File: src/rtl/rr_grant_pkg.sv
// Shared types and helpers for the round-robin grant scheduler and its picker.
// Both build flavours share this package.
package rr_grant_pkg;

  localparam int MAX_N  = 16;
  localparam int MAX_IW = 4;

  typedef enum logic [1:0] {
    IDLE = 2'd0,
    BUSY = 2'd1,
    GAP  = 2'd2
  } state_e;

  // Returns the first set bit at or after ptr, scanning upward and wrapping at n.
  // The result is 0 when vec has no set bit in [0, n).
  function automatic int first_from(input logic [MAX_N-1:0] vec, input int ptr, input int n);
    int  idx;
    int  j;
    logic found;
    idx   = 0;
    found = 1'b0;
    for (int k = 0; k < MAX_N; k++) begin
      j = ptr + k;
      if (j >= n) j = j - n;
      if (k < n && !found && vec[j[MAX_IW-1:0]]) begin
        idx   = j;
        found = 1'b1;
      end
    end
    return idx;
  endfunction

endpackage

File: src/rtl/rr_grant_scheduler_if.sv
// Request/grant bundle between the requesters (master) and the scheduler (slave).
// The mask signal exists only in the DEFINE_A build.
interface rr_grant_scheduler_if #(
  parameter int N  = 4,
  parameter int IW = $clog2(N)
);

  logic [N-1:0]  i_req;
  logic [N-1:0]  i_done;
`ifdef DEFINE_A
  logic [N-1:0]  i_mask;
`endif
  logic [N-1:0]  o_grant;
  logic [IW-1:0] o_grant_id;
  logic          o_busy;
  logic          o_timeout;

`ifdef DEFINE_A
  modport master (output i_req, output i_done, output i_mask,
                  input o_grant, input o_grant_id, input o_busy, input o_timeout);
  modport slave  (input i_req, input i_done, input i_mask,
                  output o_grant, output o_grant_id, output o_busy, output o_timeout);
`else
  modport master (output i_req, output i_done,
                  input o_grant, input o_grant_id, input o_busy, input o_timeout);
  modport slave  (input i_req, input i_done,
                  output o_grant, output o_grant_id, output o_busy, output o_timeout);
`endif

endinterface

File: src/rtl/rr_pick.sv
// Combinational rotate-priority picker: first set bit of i_vec at or after i_ptr.
// Returns the winner as both a one-hot vector and an index.
module rr_pick
  import rr_grant_pkg::*;
#(
  parameter int N  = 4,
  parameter int IW = $clog2(N)
) (
  input  logic [N-1:0]  i_vec,
  input  logic [IW-1:0] i_ptr,
  output logic [N-1:0]  o_onehot,
  output logic [IW-1:0] o_idx,
  output logic          o_any
);

  logic [MAX_N-1:0] vec_w;

  // NOTE: every combinational output gets a default before any branch so no latch is inferred.
  always_comb begin
    vec_w          = '0;
    vec_w[N-1:0]   = i_vec;
    o_any          = |i_vec;
    o_idx          = IW'(first_from(vec_w, int'(i_ptr), N));
    o_onehot       = '0;
    for (int i = 0; i < N; i++) begin
      o_onehot[i] = o_any && (o_idx == IW'(i));
    end
  end

endmodule

File: src/rtl/rr_grant_scheduler.sv
// Round-robin owner of a shared port: one registered one-hot grant, released on
// done, abandon, hold-budget timeout or (DEFINE_A) mask revoke, then one idle gap.
module rr_grant_scheduler
  import rr_grant_pkg::*;
#(
  parameter int N        = 4,
  parameter int HOLD_MAX = 8,
  parameter int IW       = $clog2(N)
) (
  input logic                 i_clk,
  input logic                 i_rst,
  rr_grant_scheduler_if.slave bus
);

  localparam int            HW        = $clog2(HOLD_MAX + 1);
  localparam logic [HW-1:0] HOLD_LAST = HW'(HOLD_MAX - 1);
  localparam logic [HW-1:0] HOLD_SAT  = HW'(HOLD_MAX);

  state_e        state_q, state_d;
  logic [IW-1:0] ptr_q, ptr_d;
  logic [HW-1:0] hold_q, hold_d;
  logic [N-1:0]  grant_q, grant_d;
  logic [IW-1:0] id_q, id_d;
  logic          timeout_q, timeout_d;

  logic [N-1:0]  mask;
  logic [N-1:0]  elig;
  logic [N-1:0]  pick_onehot;
  logic [IW-1:0] pick_idx;
  logic          pick_any;
  logic          done_hit, req_hit, mask_hit, at_limit;
  logic [IW-1:0] ptr_next;

`ifdef DEFINE_A
  assign mask = bus.i_mask;
`else
  assign mask = '1;
`endif

  assign elig = bus.i_req & mask;

  rr_pick #(.N(N), .IW(IW)) u_pick (
    .i_vec    (elig),
    .i_ptr    (ptr_q),
    .o_onehot (pick_onehot),
    .o_idx    (pick_idx),
    .o_any    (pick_any)
  );

  // Only the owner's done/req/mask bits matter; others are ignored while busy.
  assign done_hit = bus.i_done[id_q];
  assign req_hit  = bus.i_req[id_q];
  assign mask_hit = mask[id_q];
  assign at_limit = (hold_q == HOLD_LAST);
  assign ptr_next = (id_q == IW'(N - 1)) ? '0 : id_q + 1'b1;

  always_comb begin
    state_d   = state_q;
    ptr_d     = ptr_q;
    hold_d    = hold_q;
    grant_d   = grant_q;
    id_d      = id_q;
    timeout_d = 1'b0;
    case (state_q)
      IDLE: begin
        if (pick_any) begin
          grant_d = pick_onehot;
          id_d    = pick_idx;
          hold_d  = '0;
          state_d = BUSY;
        end
      end
      BUSY: begin
        if (done_hit || !req_hit || !mask_hit || at_limit) begin
          grant_d   = '0;
          id_d      = '0;
          ptr_d     = ptr_next;
          state_d   = GAP;
          // A timeout only counts when no other release reason is present.
          timeout_d = at_limit && !done_hit && req_hit && mask_hit;
        end else if (hold_q != HOLD_SAT) begin
          hold_d = hold_q + 1'b1;
        end
      end
      GAP: begin
        state_d = IDLE;
      end
      default: begin
        state_d = IDLE;
        grant_d = '0;
        id_d    = '0;
      end
    endcase
  end

  // NOTE: sequential state uses non-blocking assignments so all flops update from pre-edge values.
  always_ff @(posedge i_clk or posedge i_rst) begin
    if (i_rst) begin
      state_q   <= IDLE;
      ptr_q     <= '0;
      hold_q    <= '0;
      grant_q   <= '0;
      id_q      <= '0;
      timeout_q <= 1'b0;
    end else begin
      state_q   <= state_d;
      ptr_q     <= ptr_d;
      hold_q    <= hold_d;
      grant_q   <= grant_d;
      id_q      <= id_d;
      timeout_q <= timeout_d;
    end
  end

  assign bus.o_grant    = grant_q;
  assign bus.o_grant_id = id_q;
  assign bus.o_busy     = (state_q == BUSY);
  assign bus.o_timeout  = timeout_q;

endmodule

File: src/flat_wrapper.sv
// flat-port wrapper written by rule: the top's interface ports become plain ports
module rr_grant_scheduler_flat import rr_grant_pkg::*;
#(
  parameter int N        = 4,
  parameter int HOLD_MAX = 8,
  parameter int IW       = $clog2(N)
)
  (i_clk, i_rst, bus_i_req, bus_i_done, bus_o_grant, bus_o_grant_id, bus_o_busy, bus_o_timeout);
  rr_grant_scheduler_if #(.N(N), .IW(IW)) bus_i ();
  input logic i_clk;
  input logic i_rst;
  input wire logic [$bits(bus_i.i_req)-1:0] bus_i_req;
  input wire logic [$bits(bus_i.i_done)-1:0] bus_i_done;
  output wire logic [$bits(bus_i.o_grant)-1:0] bus_o_grant;
  output wire logic [$bits(bus_i.o_grant_id)-1:0] bus_o_grant_id;
  output wire logic [$bits(bus_i.o_busy)-1:0] bus_o_busy;
  output wire logic [$bits(bus_i.o_timeout)-1:0] bus_o_timeout;
  assign bus_i.i_req = bus_i_req;
  assign bus_i.i_done = bus_i_done;
  assign bus_o_grant = bus_i.o_grant;
  assign bus_o_grant_id = bus_i.o_grant_id;
  assign bus_o_busy = bus_i.o_busy;
  assign bus_o_timeout = bus_i.o_timeout;
  rr_grant_scheduler #(.N(N), .HOLD_MAX(HOLD_MAX), .IW(IW)) u_core (.i_clk(i_clk), .i_rst(i_rst), .bus(bus_i));
endmodule
File: config.mk
export PLATFORM = sky130hd
export DESIGN_NAME = rr_grant_scheduler_flat
export DESIGN_NICKNAME = d
export VERILOG_FILES = /design/src/rtl/rr_grant_pkg.sv /design/src/rtl/rr_grant_scheduler_if.sv /design/src/rtl/rr_pick.sv /design/src/rtl/rr_grant_scheduler.sv /design/src/flat_wrapper.sv
export SDC_FILE = /design/constraint.sdc
export NUM_CORES = 1
export LEC_CHECK = 0
export ABC_CLOCK_PERIOD_IN_PS = 4400
export CELL_PAD_IN_SITES_DETAIL_PLACEMENT = 1
export CELL_PAD_IN_SITES_GLOBAL_PLACEMENT = 2
export CORE_MARGIN = 1.5
export CORE_UTILIZATION = 25
export CTS_BUF_LIST = sky130_fd_sc_hd__clkbuf_8
export DETAILED_ROUTE_END_ITERATION = 10
export HOLD_SLACK_MARGIN = 0.05
export PLACE_DENSITY_LB_ADDON = 0.1
export RECOVER_POWER = 50
export SLEW_MARGIN = 20
export SYNTH_ARGS = -nofsm -noshare
export SYNTH_HDL_FRONTEND = slang
export SYNTH_HIERARCHICAL = 1
export SYNTH_SLANG_ARGS = --single-unit
File: constraint.sdc
create_clock -name i_clk -period 4.4 [get_ports i_clk]
set_clock_uncertainty 0.2 [all_clocks]
set_input_delay 0.66 -clock i_clk [delete_from_list [all_inputs] [get_ports i_clk]]
set_output_delay 0.66 -clock i_clk [all_outputs]
set_load 0.05 [all_outputs]
==> key figures <==
Die
  • FP Rows: 25
  • # IOs: 18
  • Die height: 73.0 um
  • Core footprint: 0.00472 sq mm
  • Die W: 73.0 um
  • Die footprint: 0.00532 sq mm
  • Initial core utilization: 0.259

Timing
  • Endpoints failing setup: 0
  • Maximum clock frequency: 332 MHz
  • Worst-margin pin slew: 0.591 ns
  • Final Hold Fails: 0
  • Slew Limit Fails: 0
  • RSZ-0062 raised after global routing: no
  • Period utilization: 0.685
  • Slew margin rel.: 0.602
  • Min cycle time layout: 3.01 ns
  • Setup_tns: 0 ns

Power
  • P per Cell Area: 656 mW/mm^2
  • Maximum vdd drop: 210 uV
  • Pleak: 0.593 nW
  • Total Power: 979 uW

Flow run
  • Max_cap viols: 0

Synth
  • Syn nets: 144
  • Top_reg_cell synth: dfrtp_1
  • FF+latch count, synth: 15
  • Synth cell types: 47
  • Ys async rst share: 1.00
  • Mapped Avg Cell Area: 9.64 sq um
  • Sequential fraction of the synthesis area: 0.307
  • Post-synthesis cell count: 127
  • Syn. warnings: 6
  • Post-synth EDFFs: 0
  • Synthesized area: 0.00122 sq mm

Routing
  • DR WL/cell: 14.7 um
  • DRT Pass-1 Iters: 4
  • Final WL: 3100 um
  • Drt via density: 4.86
  • Drc violations: 0
  • Routed Antenna Nets: 0
  • Total number of vias: 1025
  • Iteration-0 DRC Markers: 48

Outcome
  • Status: completed

Layout
  • Layout cells sized above 1: 0.125
  • Most frequent cells in the layout: inv_1 (16), dfrtp_1 (15), clkdlybuf4s50_1 (12), nand3_1 (10), nand2_1 (8)
  • Final std cells w/o fill: 211
  • Inserted Diodes: 0
  • Post-layout instance area: 0.00149 sq mm
  • Layout overhead on the synthesized area: 21.9%
  • Most common library cell in the layout ignoring fill and taps: inv_1
  • Fin nets: 162

Worst setup path
  • Worst reg2reg path endpoint: u_core/bus.o_grant[2]$_DFFE_PP0P_
  • Critical path endpoint category: flip-flop
  • CP Capture Point: u_core/bus.o_grant[2]$_DFFE_PP0P_
  • Worst path arrival time: 2.95 ns
  • Startpoint types: flip-flop
  • Slowest CP cell: dfrtp_1
  • Largest delay share family, worst path: flip-flops
  • WS Path Type: reg -> reg
  • R2r startpoint: u_core/ptr_q[0]$_DFFE_PP0P_
  • Reg2Reg Depth: 9
  • CP Cell Sequence: inv_1 -> ha_1 -> mux2_2 -> nand3_1 -> nand4_1 -> a31oi_2 -> nor3b_2 -> nand3_1 -> o311ai_1
  • Worst endpoint required time: 4.34 ns
  • CP startpoint: u_core/ptr_q[0]$_DFFE_PP0P_
  • CP max FO: 13
  • CP dominant cell by count: nand3_1
  • Largest stage delay, worst path: 0.66 ns
  • Worst path depth: 9
  • Flop2flop setup slack: 1.39 ns
  • Bufs and invs on worst path: 1

Global routing
  • Number of global-route vias before repair: 1055
  • First-pass GRT wire length: 5170 um
  • Largest net degree at the start of global routing: 16
  • Gr ovfl total: 0
  • All-layer global routing usage: 0.127
  • Antenna violations before repair: 0

Clock network
  • CTS buffer count: 3
  • Clk sinks: 15
  • Max clock buf depth: 2
  • Post-CTS sizing: 0
  • CTS root buffer: clkbuf_8
  • Post-CTS Setup Bufs: 0
  • CTS tree: built
  • Clock-pin slew on the worst setup and hold paths: 0.06 ns
  • CTS HTree Levels: 1
  • Worst skew pair latency: 0.24 ns
  • Cts hold-fix bufs: 0

Placed design
  • DP HPWL: 2400 um
  • Port Buffers: 17
  • GP Congestion: 0.729
  • Post-Place Cell Area: 0.00145 sq mm
  • Placed insts: 207

Min path
  • WHS Path Cells: 2
  • Class of the worst hold path: reg -> reg
per-layer routing:
metal / part of all wire / global-route usage
met2: 0.49 / 0.214
met4: 0.011 / 0.0440
met3: 0.025 / 0.0221
met1: 0.47 / 0.164
met5: 0 / 0
synth_stat cells, types with 2 or more instances:
master / count / area, sq um
nand3_1: 10 / 50.1
mux2_2: 4 / 45.0
ha_1: 7 / 87.6
nor3_1: 3 / 15.0
nor2_1: 4 / 15.0
a41o_1: 2 / 20.0
o211ai_1: 3 / 22.5
a32oi_1: 2 / 17.5
a31o_1: 2 / 17.5
o311ai_1: 4 / 35.0
a21oi_1: 4 / 20.0
buf_6: 2 / 22.5
nand2_1: 8 / 30.0
mux2_1: 2 / 22.5
dfrtp_1: 15 / 375
inv_1: 15 / 56.3
a311oi_1: 2 / 17.5
mux4_2: 2 / 45.0
nand2b_1: 2 / 12.5
nor2b_1: 7 / 43.8
tightest hold or removal path, delay by kind of cell (launching register included):
kind | cells | cell delay [ns]
flip-flops | 1 | 0.35
AO/OA/AOI/OAI | 1 | 0.07
AND/OR/NAND/NOR | 1 | 0.06
state kept, by name, indices dropped and copies added (netlist names):
register and count:
u_core/bus.o_grant 4, u_core/bus.o_grant_id 2, u_core/hold_q 4, u_core/state_q 2
u_core/bus.o_timeout 1, u_core/ptr_q 2
where the power goes:
| group | switching, mW | internal [mW] | leakage (nW) |
|---|---|---|---|
| combinational | 0.357 | 0.252 | 0.369 |
| clock | 0.0478 | 0.0617 | 0.0269 |
| sequential | 0.0788 | 0.181 | 0.197 |
| total | 0.484 | 0.495 | 0.593 |
stage by stage:
step	util	hold WS [ns]	setup slack [ns]
2_1_floorplan	-	0.287	2.00
3_3_place_gp	0.306	0.314	1.33
3_5_place_dp	0.306	0.314	1.30
4_1_cts	0.316	0.329	1.38
5_1_grt	0.316	0.352	1.21
6_report	0.316	0.317	1.39
area by class of cell:
type                            instances  area [sq um]
Tap cell                               67          83.8
Timing Repair Buffer                   17           170
Inverter                               16          60.1
Sequential cell                        15           375
Clock buffer                            3          41.3
Fill cell                             543          3230
Multi-Input combinational cell         92           757
Clock inverter                          1          3.75
cells by family after synthesis:
logic type               synth area share
AO/OA/AOI/OAI                       0.207
adder cells (fa/ha/maj)            0.0716
buffers and inverters              0.0746
flip-flops                          0.307
multiplexers                        0.134
AND/OR/NAND/NOR                     0.207
worst min-delay path by stage:
stage | from | end
after global placement | u_core/bus.o_grant[0]$_DFFE_PP0P_ | u_core/bus.o_grant[0]$_DFFE_PP0P_
final | u_core/bus.o_grant[0]$_DFFE_PP0P_ | u_core/bus.o_grant[0]$_DFFE_PP0P_
after floorplan | u_core/hold_q[3]$_DFFE_PP0P_ | u_core/bus.o_timeout$_DFF_PP0_
after global routing | u_core/bus.o_grant[0]$_DFFE_PP0P_ | u_core/bus.o_grant[0]$_DFFE_PP0P_
after CTS | u_core/bus.o_grant[0]$_DFFE_PP0P_ | u_core/bus.o_grant[0]$_DFFE_PP0P_
after detailed placement | u_core/bus.o_grant[0]$_DFFE_PP0P_ | u_core/bus.o_grant[0]$_DFFE_PP0P_
Power figures use the tool's default switching activity.
